==> src/rtl/seg7_char_rx_if.sv <==
// seg7_char_rx_if: character output handshake between the 7-segment receiver and its consumer.
interface seg7_char_rx_if;
    logic       CHAR_VALID;
    logic [2:0] CHAR_CODE;
    logic       CHAR_ERR;
    logic       OUT_READY;
    modport master (output CHAR_VALID, CHAR_CODE, CHAR_ERR, input OUT_READY);
    modport slave  (input CHAR_VALID, CHAR_CODE, CHAR_ERR, output OUT_READY);
endinterface

==> src/rtl/seg7_char_rx.sv <==
// seg7_char_rx: debounces an asynchronous active-low 7-segment pattern and decodes it to a character.
// Define HELLO_DETECT_EN to add the H-E-L-L-O sequence detector and its HELLO_DET port.
module seg7_char_rx #(
    parameter int unsigned STABLE_CYCLES = 4
) (
    input  logic              CLOCK_50,
    input  logic              RESET_N,
    input  logic [6:0]        HEX_IN,
    seg7_char_rx_if.master    char_if,
    output logic              OVERFLOW
`ifdef HELLO_DETECT_EN
    ,
    output logic              HELLO_DET
`endif
);
    localparam logic [3:0] N = 4'(STABLE_CYCLES);

    logic [6:0] s1_q, s1_d, s2_q, s2_d, prev_q, prev_d;
    logic [2:0] fill_q, fill_d;
    logic [3:0] cnt_q, cnt_d;
    logic       valid_q, valid_d, err_q, err_d, ovf_q, ovf_d;
    logic [2:0] code_q, code_d, dec_code;
    logic       accept, load;

    // fill forces the pattern present after reset to be treated as a fresh change
    always_comb begin
        s1_d     = HEX_IN;
        s2_d     = s1_q;
        prev_d   = s2_q;
        fill_d   = {fill_q[1:0], 1'b1};
        cnt_d    = (s2_q != prev_q || !fill_q[2]) ? 4'd0 : (cnt_q == N) ? cnt_q : cnt_q + 4'd1;
        accept   = (cnt_d == N) && (cnt_q != N);
        dec_code = (s2_q == 7'h09) ? 3'b000 :
                   (s2_q == 7'h06) ? 3'b001 :
                   (s2_q == 7'h47) ? 3'b010 :
                   (s2_q == 7'h40) ? 3'b011 :
                   (s2_q == 7'h7F) ? 3'b100 : 3'b111;
        load     = accept && (!valid_q || char_if.OUT_READY);
        valid_d  = load || (valid_q && !char_if.OUT_READY);
        code_d   = load ? dec_code : code_q;
        err_d    = load ? (dec_code == 3'b111) : err_q;
        ovf_d    = ovf_q || (accept && valid_q && !char_if.OUT_READY);
    end

    always_ff @(posedge CLOCK_50 or negedge RESET_N) begin
        if (!RESET_N) begin
            s1_q    <= '0;
            s2_q    <= '0;
            prev_q  <= '0;
            fill_q  <= '0;
            cnt_q   <= '0;
            valid_q <= 1'b0;
            code_q  <= '0;
            err_q   <= 1'b0;
            ovf_q   <= 1'b0;
        end else begin
            s1_q    <= s1_d;
            s2_q    <= s2_d;
            prev_q  <= prev_d;
            fill_q  <= fill_d;
            cnt_q   <= cnt_d;
            valid_q <= valid_d;
            code_q  <= code_d;
            err_q   <= err_d;
            ovf_q   <= ovf_d;
        end
    end

    assign char_if.CHAR_VALID = valid_q;
    assign char_if.CHAR_CODE  = code_q;
    assign char_if.CHAR_ERR   = err_q;
    assign OVERFLOW           = ovf_q;

`ifdef HELLO_DETECT_EN
    typedef enum logic [2:0] {IDLE, GOT_H, GOT_E, GOT_L1, GOT_L2} state_t;
    state_t st_q, st_d;
    logic   hello_q, hello_d;

    // advances on every accept, including characters dropped by the output register
    always_comb begin
        st_d    = st_q;
        hello_d = 1'b0;
        if (accept) begin
            st_d    = (dec_code == 3'b000)                      ? GOT_H  :
                      (dec_code == 3'b100)                      ? st_q   :
                      (st_q == GOT_H  && dec_code == 3'b001)    ? GOT_E  :
                      (st_q == GOT_E  && dec_code == 3'b010)    ? GOT_L1 :
                      (st_q == GOT_L1 && dec_code == 3'b010)    ? GOT_L2 : IDLE;
            hello_d = (st_q == GOT_L2) && (dec_code == 3'b011);
        end
    end

    always_ff @(posedge CLOCK_50 or negedge RESET_N) begin
        if (!RESET_N) begin
            st_q    <= IDLE;
            hello_q <= 1'b0;
        end else begin
            st_q    <= st_d;
            hello_q <= hello_d;
        end
    end

    assign HELLO_DET = hello_q;
`endif
endmodule

==> src/flat_wrapper.sv <==
// flat-port wrapper written by rule: the top's interface ports become plain ports
module seg7_char_rx_flat 
#(
    parameter int unsigned STABLE_CYCLES = 4
)
  (CLOCK_50, RESET_N, HEX_IN, OVERFLOW, char_if_CHAR_VALID, char_if_CHAR_CODE, char_if_CHAR_ERR, char_if_OUT_READY);
  seg7_char_rx_if char_if_i ();
  input  logic CLOCK_50;
  input  logic RESET_N;
  input  logic [6:0] HEX_IN;
  output logic OVERFLOW;
  output wire logic [$bits(char_if_i.CHAR_VALID)-1:0] char_if_CHAR_VALID;
  output wire logic [$bits(char_if_i.CHAR_CODE)-1:0] char_if_CHAR_CODE;
  output wire logic [$bits(char_if_i.CHAR_ERR)-1:0] char_if_CHAR_ERR;
  input wire logic [$bits(char_if_i.OUT_READY)-1:0] char_if_OUT_READY;
  assign char_if_CHAR_VALID = char_if_i.CHAR_VALID;
  assign char_if_CHAR_CODE = char_if_i.CHAR_CODE;
  assign char_if_CHAR_ERR = char_if_i.CHAR_ERR;
  assign char_if_i.OUT_READY = char_if_OUT_READY;
  seg7_char_rx #(.STABLE_CYCLES(STABLE_CYCLES)) u_core (.CLOCK_50(CLOCK_50), .RESET_N(RESET_N), .HEX_IN(HEX_IN), .char_if(char_if_i), .OVERFLOW(OVERFLOW));
endmodule
==> config.mk <==
export PLATFORM = sky130hd
export DESIGN_NAME = seg7_char_rx_flat
export DESIGN_NICKNAME = d
export VERILOG_FILES = /design/src/rtl/seg7_char_rx_if.sv /design/src/rtl/seg7_char_rx.sv /design/src/flat_wrapper.sv
export SDC_FILE = /design/constraint.sdc
export NUM_CORES = 1
export LEC_CHECK = 0
export ABC_AREA = 0
export CORE_MARGIN = 4
export CORE_UTILIZATION = 54
export DETAILED_ROUTE_END_ITERATION = 10
export GPL_ROUTABILITY_DRIVEN = 1
export PLACE_DENSITY_LB_ADDON = 0.2
export SYNTH_ARGS = -nofsm -noshare
export SYNTH_HDL_FRONTEND = slang
export SYNTH_SLANG_ARGS = --single-unit
==> constraint.sdc <==
create_clock -name CLOCK_50 -period 2.7 [get_ports CLOCK_50]
set_clock_uncertainty 0.15 [all_clocks]
set_input_delay 0.54 -clock CLOCK_50 [delete_from_list [all_inputs] [get_ports CLOCK_50]]
set_output_delay 0.54 -clock CLOCK_50 [all_outputs]
set_load 0.05 [all_outputs]
==> results of run 1 <==
-- kinds of logic (layout without fill, tap and decap cells) --
group | after synthesis | in the layout | synth area share
multiplexers | 4 | 4 | 0.0303
XOR/XNOR | 8 | 8 | 0.0740
flip-flops | 34 | 34 | 0.607
other | 1 | 1 | 0.00267
AO/OA/AOI/OAI | 12 | 12 | 0.0758
AND/OR/NAND/NOR | 36 | 36 | 0.160
buffers and inverters | 11 | 31 | 0.0330
adder cells (fa/ha/maj) | 2 | 2 | 0.0178
-- metal layers --
metal / global-route usage / share of wire
met4: 0.0777 / 0.011
met1: 0.174 / 0.42
met2: 0.233 / 0.52
met3: 0.0461 / 0.048
met5: 0 / 0
-- worst max-delay path by stage --
stage / endpoint / slack (ps) / cells past startpoint / start
after floorplan: u_core.char_if.CHAR_CODE[0] / 550 / 6 / u_core.cnt_q[0]
after global routing: u_core.char_if.CHAR_ERR / 280 / 6 / u_core.cnt_q[0]
after CTS: u_core.char_if.CHAR_ERR / 400 / 6 / u_core.cnt_q[0]
after global placement: u_core.char_if.CHAR_ERR / 440 / 5 / char_if_OUT_READY
final: u_core.char_if.CHAR_ERR / 420 / 6 / u_core.cnt_q[0]
after detailed placement: u_core.char_if.CHAR_ERR / 410 / 5 / char_if_OUT_READY
-- layout make-up --
type / count / area share
inverter: 8 / 0.0184
tap: 30 / 0.0230
clock buffer: 5 / 0.0230
timing repair buffer: 16 / 0.0968
sequential: 34 / 0.522
clock inverter: 2 / 0.00614
multi-input combinational: 63 / 0.310
-- critical path, cell delays in order, from the launching register on --
cell and delay [ps]:
dfrtp_1 440, inv_1 70, ha_1 230, nor3_1 230
o211ai_2 140, a2111oi_4 510, mux2_2 390
-- metrics by stage --
| step | power, W | cells |
|---|---|---|
| floorplan | 0.000580 | 108 |
| global placement | 0.000606 | 151 |
| detailed placement | 0.000609 | 151 |
| CTS | 0.000857 | 158 |
| global route | 0.000885 | 158 |
| finish | 0.000840 | 158 |
-- sequential cells by signal, summed over array words and instances (netlist names) --
| name | count |
|---|---|
| u_core.cnt_q | 4 |
| u_core.OVERFLOW | 1 |
| u_core.fill_q | 3 |
| u_core.char_if.CHAR_CODE | 3 |
| u_core.prev_q | 7 |
| u_core.char_if.CHAR_VALID | 1 |
| u_core.prev_d | 7 |
| u_core.char_if.CHAR_ERR | 1 |
| u_core.s1_q | 7 |
-- power breakdown --
| group | switching [W] | leakage [nW] | internal [W] |
|---|---|---|---|
| sequential | 0.0000184 | 0.404 | 0.000527 |
| combinational | 0.0000225 | 0.246 | 0.0000296 |
| clock | 0.000149 | 0.0308 | 0.0000935 |
-- Yosys cell counts (all sizes together), types with 2 or more instances --
cell / number
o211ai: 3
nand4: 5
nor3: 2
mux2: 2
dfrtp: 34
nor2: 6
inv: 8
o21ai: 2
nand3: 5
o41ai: 2
nor3b: 2
buf: 2
xnor2: 8
mux2i: 2
or2: 2
ha: 2
nand2: 2
a21oi: 2
and2: 3
==> results.sh, run 1 <==
export IMPL_start_util=0.566
export IMPL_fp_dieH_um=59.0
export IMPL_cts_hold_buf=0
export IMPL_n_antenna_cell=0
export IMPL_cts_tree="built"
export IMPL_timing_max_cap_violations=0
export IMPL_multiInputGateArea_um2=505
export IMPL_arrival_ps=2330
export IMPL_nNetsFinal=140
export IMPL_p_leak_nw=0.680
export IMPL_routabilityCongestion=0.722
export IMPL_placed_area_um2=1580
export IMPL_status="complete, no violations"
export IMPL_finalSetupTns_ps=0
export IMPL_grt_usage=0.145
export IMPL_cts_resized=0
export IMPL_r2r_end="u_core.char_if.CHAR_ERR"
export IMPL_syn_inst=108
export IMPL_netlist_area_um2=1400
export IMPL_synth_flop_cell="dfrtp_1"
export IMPL_coreArea_um2=2480
export IMPL_hold_path_depth=0
export IMPL_dieArea_um2=3480
export IMPL_ys_warn_count=0
export IMPL_finalCriticalPeriod_ps=2280
export IMPL_drc=0
export IMPL_slew_viol_final=0
export IMPL_fin_crit_sh=0.843
export IMPL_syn_nets=120
export IMPL_endpoint_kind="flip-flop"
export IMPL_ios=16
export IMPL_layout_commonest_cell="dfrtp_1"
export IMPL_yosysTopAreaCellShare=0.607
export IMPL_ys_seq_area_frac=0.607
export IMPL_cts_root_buffer="clkbuf_4"
export IMPL_fin_ws_ps=425
export IMPL_avgSynthCellArea_um2=13.0
export IMPL_cts_setup_buffers=0
export IMPL_ir_drop_v=0.000374
export IMPL_clk_insertion_delay_late_ps=310
export IMPL_drt_wl_total_um=2070
export IMPL_slew_headroom=0.667
export IMPL_avgRoutedWirePerCell_um=13.1
export IMPL_yosys_top_cells_area="dfrtp_1 (61%), xnor2_1 (3.1%), xnor2_2 (2.3%), inv_1 (2.1%), a2111oi_4 (2.0%)"
export IMPL_drtIter0Drc=43
export IMPL_rsz0062_at_grt="no"
export IMPL_layout_common_cells="dfrtp_1 (34), clkdlybuf4s50_1 (15), inv_1 (8)"
export IMPL_hpwl_um=1500
export IMPL_clock_path_buffers=2
export IMPL_cts_buffers=5
export IMPL_ff_latch_area_um2=851
export IMPL_io_buffer_count=15
export IMPL_timing_rr_start="u_core.cnt_q[0]"
export IMPL_clock_fmax_ghz=0.439
export IMPL_cts_max_level=2
export IMPL_cts_num_sinks=34
export IMPL_start_kind="flip-flop"
export IMPL_finalHoldViolCount=0
export IMPL_final_area_um2=1630
export IMPL_min_delay_start="u_core.s1_q[5]"
export IMPL_antenna_found_initial=0
export IMPL_tightest_slew_ps=498
export IMPL_ys_seq_elements=34
export IMPL_crit_required_ps=2760
export IMPL_async_flop_share=1.00
export IMPL_synth_edf_count=0
export IMPL_setup_viol=0
export IMPL_rrSetupSlack_ps=420
export IMPL_syn2layout_area_growth_pct=16.1
export IMPL_holdPathEnd="u_core.prev_d[5]"
export IMPL_overflow=0
export IMPL_hold_ws_ps=203
export IMPL_clk_pin_slew_ps=90
export IMPL_fin_util=0.658
export IMPL_reg2reg_depth=6
export IMPL_vias=834
export IMPL_place_ws_ps=413
export IMPL_grt_pass1_wl_um=3660
export IMPL_hold_path_class="reg2reg"
export IMPL_ant_nets=0
export IMPL_final_layout_size_suffix_gt1_frac=0.148
export IMPL_synth_top_cell_by_area="dfrtp_1"
export IMPL_worst_setup_path_type="reg2reg"
export IMPL_drt_pre_antenna_iters=4
export IMPL_grt_max_degree=35
export IMPL_dieWidth_um=59.0
export IMPL_power_density_nw_per_um2=515
export IMPL_first_global_vias=833
export IMPL_fillCellCount=190
export IMPL_vias_per_cell=5.28
export IMPL_crit_path_max_fanout=6
export IMPL_ys_types=40
export IMPL_row_count=18
Note: power is estimated with default switching activity, not from simulation.
==> inputs of run 2 (changes only) <==
- clock period: 2.7 -> 2.1 ns (I/O delays scaled with it)
==> run 2 against run 1 <==
Effect of this change: utilization grew 5.5 points; routed wire length grew 18%; sequential share of layout area shrank 4.0 points; clock power grew 49%; power grew 36%; non-clock buffer count grew 12; first-iteration DRC count shrank 37%; hold slack gained 0.69 ps; clock-buffer cell count grew 2; worst setup slack lost 320 ps; fmax grew 14%; via count grew 8.5%; largest cell class unchanged.
==> results.sh, run 2 (synthesized netlist as in run 1, its figures left out) <==
export IMPL_endpoint_kind="flip-flop"
export IMPL_routabilityCongestion=0.778
export IMPL_grt_pass1_wl_um=4130
export IMPL_syn2layout_area_growth_pct=25.9
export IMPL_p_leak_nw=0.803
export IMPL_hpwl_um=1660
export IMPL_cts_num_sinks=34
export IMPL_layout_commonest_cell="dfrtp_1"
export IMPL_n_antenna_cell=0
export IMPL_crit_start="u_core.cnt_q[1]"
export IMPL_crit_path_max_fanout=4
export IMPL_placed_area_um2=1630
export IMPL_dieArea_um2=3480
export IMPL_arrival_ps=2070
export IMPL_drtIter0Drc=27
export IMPL_timing_rr_start="u_core.cnt_q[1]"
export IMPL_ant_nets=0
export IMPL_setup_viol=0
export IMPL_final_area_um2=1770
export IMPL_drt_wl_total_um=2430
export IMPL_avgRoutedWirePerCell_um=14.2
export IMPL_overflow=0
export IMPL_nNetsFinal=152
export IMPL_cts_root_buffer="clkbuf_4"
export IMPL_first_global_vias=957
export IMPL_coreArea_um2=2480
export IMPL_dieWidth_um=59.0
export IMPL_crit_required_ps=2170
export IMPL_clock_fmax_ghz=0.500
export IMPL_drc=0
export IMPL_clock_path_buffers=2
export IMPL_fp_dieH_um=59.0
export IMPL_io_buffer_count=15
export IMPL_row_count=18
export IMPL_clk_insertion_delay_late_ps=330
export IMPL_layout_common_cells="dfrtp_1 (34), buf_4 (13), clkdlybuf4s50_1 (9)"
export IMPL_finalHoldViolCount=0
export IMPL_antenna_found_initial=0
export IMPL_min_delay_start="u_core.fill_q[1]"
export IMPL_vias_per_cell=5.29
export IMPL_fin_ws_ps=100
export IMPL_worst_setup_path_type="reg2reg"
export IMPL_start_util=0.566
export IMPL_grt_usage=0.169
export IMPL_cts_max_level=2
export IMPL_ir_drop_v=0.000695
export IMPL_tightest_slew_ps=528
export IMPL_status="complete, no violations"
export IMPL_grt_max_degree=35
export IMPL_hold_path_class="reg2reg"
export IMPL_hold_ws_ps=204
export IMPL_power_density_nw_per_um2=645
export IMPL_finalCriticalPeriod_ps=2000
export IMPL_start_kind="flip-flop"
export IMPL_fin_crit_sh=0.952
export IMPL_slew_viol_final=0
export IMPL_vias=905
export IMPL_cts_tree="built"
export IMPL_cts_buffers=5
export IMPL_clk_pin_slew_ps=100
export IMPL_place_ws_ps=-56.3
export IMPL_drt_pre_antenna_iters=4
export IMPL_slew_headroom=0.647
export IMPL_fillCellCount=174
export IMPL_timing_max_cap_violations=0
export IMPL_final_layout_size_suffix_gt1_frac=0.248
export IMPL_ios=16
## run 2: area by class of cell
type / count / area, um^2 / area share
clock inverter: 1 / 5.00 / 0.00283
tap: 30 / 37.5 / 0.0213
clock buffer: 7 / 55.1 / 0.0312
inverter: 8 / 30.0 / 0.0170
timing repair buffer: 28 / 263 / 0.149
multi-input combinational: 63 / 524 / 0.297
sequential: 34 / 851 / 0.482
## run 2: where the power goes
part           internal (W)  leakage (nW)  switching (W)
combinational     0.0000439         0.364      0.0000371
clock              0.000162        0.0353       0.000199
sequential         0.000678         0.404      0.0000186
total              0.000884         0.803       0.000255
## run 2: metal layers
metal | wire length (um) | share of wire | GRT usage
met5 | 0 | 0 | 0
met4 | 73 | 0.030 | 0.0874
met3 | 136 | 0.056 | 0.0724
met1 | 914 | 0.38 | 0.179
met2 | 1310 | 0.54 | 0.285
## run 2: through the flow
step	setup TNS [ps]	std cells	total power [W]	utilization
6_report	0	171	0.00114	0.713
5_1_grt	-20.3	171	0.00121	0.713
4_1_cts	-2.80	169	0.00116	0.695
3_5_place_dp	-109	158	0.000791	0.660
3_3_place_gp	-30.2	158	0.000786	0.660
2_1_floorplan	0	108	0.000745	-
## run 2: final timing paths
check                                           to  slack (ps)  cells after the start
max                        u_core.char_if.CHAR_ERR         100                      6
min reg2reg                       u_core.fill_q[2]         200                      0
min in group asynchronous          u_core.cnt_q[3]         330                      2
max in group asynchronous           u_core.s1_q[1]        1160                      2
min                               u_core.fill_q[2]         200                      0
max reg2reg                u_core.char_if.CHAR_ERR         100                      6
## run 2: critical path, stage by stage, from the launching register on
cell       delay, ps
dfrtp_1          410
inv_1             60
ha_1             190
nor3_2           190
o211ai_2         120
a2111oi_4        390
mux2_2           380
## run 2: what timing repair did
item | CTS | global route
pin swaps | 1 | 3
endpoints found under the hold margin | 0 | 0
cloned | 0 | 0
resized for setup | 1 | 9
endpoints found under the setup margin | 2 | 10
buffers inserted | 3 | 2
hold buffers | 0 | 0
==> inputs of run 3 (changes only) <==
- CORE_ASPECT_RATIO: default -> 0.8
- HOLD_SLACK_MARGIN: default -> 0.02
- PLACE_DENSITY: default -> 0.77
- PLACE_DENSITY_LB_ADDON: 0.2 -> default
==> run 3 against run 2 <==
Effect of this change: global-route usage is 0.55 points lower; clock power increased by 32%; register-to-register slack got worse by 30 ps; die area rose by 0.15%; sequential share of layout area increased by 0.76 points; largest cell class unchanged; largest power group unchanged.
==> results.sh, run 3 (synthesized netlist as in run 1, its figures left out) <==
export IMPL_status="complete, no violations"
export IMPL_coreArea_um2=2460
export IMPL_fp_dieH_um=53.6
export IMPL_rrSetupSlack_ps=70
export IMPL_final_layout_size_suffix_gt1_frac=0.216
export IMPL_antenna_found_initial=0
export IMPL_crit_path_max_fanout=3
export IMPL_clk_insertion_delay_late_ps=330
export IMPL_grt_pass1_wl_um=4020
export IMPL_crit_start="u_core.cnt_q[0]"
export IMPL_endpoint="u_core.char_if.CHAR_ERR"
export IMPL_finalHoldViolCount=0
export IMPL_critical_path_slowest_cell="a2111oi_4"
export IMPL_vias=867
export IMPL_ant_nets=0
export IMPL_r2r_end="u_core.char_if.CHAR_ERR"
export IMPL_path_depth=6
export IMPL_n_antenna_cell=0
export IMPL_layout_common_cells="dfrtp_1 (34), clkdlybuf4s50_1 (9), inv_1 (8), buf_4 (8), nor2_1 (6)"
export IMPL_nNetsFinal=146
export IMPL_rsz0062_at_grt="yes"
export IMPL_clock_fmax_ghz=0.492
export IMPL_grt_usage=0.164
export IMPL_overflow=0
export IMPL_cpPeakStageDelay_ps=410
export IMPL_first_global_vias=872
export IMPL_drt_wl_total_um=2310
export IMPL_tightest_slew_ps=519
export IMPL_slew_headroom=0.655
export IMPL_power_w=0.00125
export IMPL_hold_path_class="reg2reg"
export IMPL_drc=0
export IMPL_timing_max_cap_violations=0
export IMPL_layout_commonest_cell="dfrtp_1"
export IMPL_setup_viol=0
export IMPL_drt_pre_antenna_iters=6
export IMPL_ir_drop_v=0.000461
export IMPL_cts_buffers=5
export IMPL_power_density_nw_per_um2=719
export IMPL_cpLargestDelayFamily="compound AO/OA/AOI/OAI gates"
export IMPL_dieWidth_um=65.0
export IMPL_io_buffer_count=15
export IMPL_avgRoutedWirePerCell_um=13.6
export IMPL_clock_path_buffers=2
export IMPL_start_util=0.570
export IMPL_timing_rr_start="u_core.cnt_q[0]"
export IMPL_grt_max_degree=35
export IMPL_fin_crit_sh=0.968
export IMPL_ios=16
export IMPL_arrival_ps=2100
export IMPL_endpoint_kind="flip-flop"
export IMPL_cts_max_level=2
export IMPL_fin_util=0.706
export IMPL_routabilityCongestion=0.869
export IMPL_crit_chain="inv_1 -> ha_1 -> nor3_2 -> o211ai_2 -> a2111oi_4 -> mux2_2"
export IMPL_row_count=16
export IMPL_reg2reg_depth=6
export IMPL_cts_tree="built"
export IMPL_critPathBufInv=1
export IMPL_crit_required_ps=2170
export IMPL_syn2layout_area_growth_pct=23.9
export IMPL_cts_num_sinks=34
export IMPL_drtIter0Drc=28
export IMPL_finalSetupTns_ps=0
export IMPL_fillCellCount=185
export IMPL_vias_per_cell=5.10
export IMPL_cts_hold_buf=0
export IMPL_slew_viol_final=0
export IMPL_clk_pin_slew_ps=100
export IMPL_worst_setup_path_type="reg2reg"
export IMPL_finalCriticalPeriod_ps=2030
export IMPL_cts_root_buffer="clkbuf_4"
export IMPL_dieArea_um2=3480
export IMPL_hpwl_um=1590
export IMPL_p_leak_nw=0.780
export IMPL_start_kind="flip-flop"
-- run 3: stage by stage --
step                instance area [um^2]  cells  hold WS [ps]  worst slack [ps]
floorplan                           1400    108         -25.6              7.71
finish                              1740    170           205              67.9
global route                        1740    170           213             -41.0
detailed placement                  1620    162           185              37.4
global placement                    1620    162           182              57.8
CTS                                 1720    170           206             0.302
-- run 3: worst min path at each step --
stage | from | to | depth (start not counted)
5_1_grt | u_core.s1_q[0] | u_core.prev_d[0] | 0
4_1_cts | u_core.s1_q[2] | u_core.prev_d[2] | 0
3_3_place_gp | u_core.s1_q[2] | u_core.prev_d[2] | 0
6_report | u_core.s1_q[2] | u_core.prev_d[2] | 0
3_5_place_dp | u_core.s1_q[2] | u_core.prev_d[2] | 0
2_1_floorplan | RESET_N | u_core.OVERFLOW | 0
-- run 3: what timing repair did --
item	4_1_cts	5_1_grt
setup buffers	1	0
gates cloned	0	0
pin swaps	1	2
endpoints found under the setup margin	2	8
gates resized for setup	2	7
-- run 3: cell type report --
class | instances | area [um^2] | share of cell area
clock inverter | 1 | 30.0 | 0.0173
tap | 36 | 45.0 | 0.0259
inverter | 8 | 30.0 | 0.0173
clock buffer | 6 | 51.3 | 0.0295
multi-input combinational | 63 | 522 | 0.300
sequential | 34 | 851 | 0.490
timing repair buffer | 22 | 209 | 0.120
-- run 3: power by group --
group | switching (W) | internal, W | total, W
combinational | 0.0000331 | 0.0000408 | 0.0000739
clock | 0.000200 | 0.000277 | 0.000477
sequential | 0.0000209 | 0.000678 | 0.000698
-- run 3: worst reg2reg max path: stages, from the launching register on --
cell,delay (ps)
dfrtp_1,390
inv_1,60
ha_1,210
nor3_2,180
o211ai_2,140
a2111oi_4,410
mux2_2,380
-- run 3: metal layers --
layer  wire, um  vias to the layer above  track usage
met3        101                        2       0.0752
li1           -                      422            -
met5          0                        -            0
met1        985                      426        0.180
met2       1210                       17        0.277
met4         18                        0       0.0737
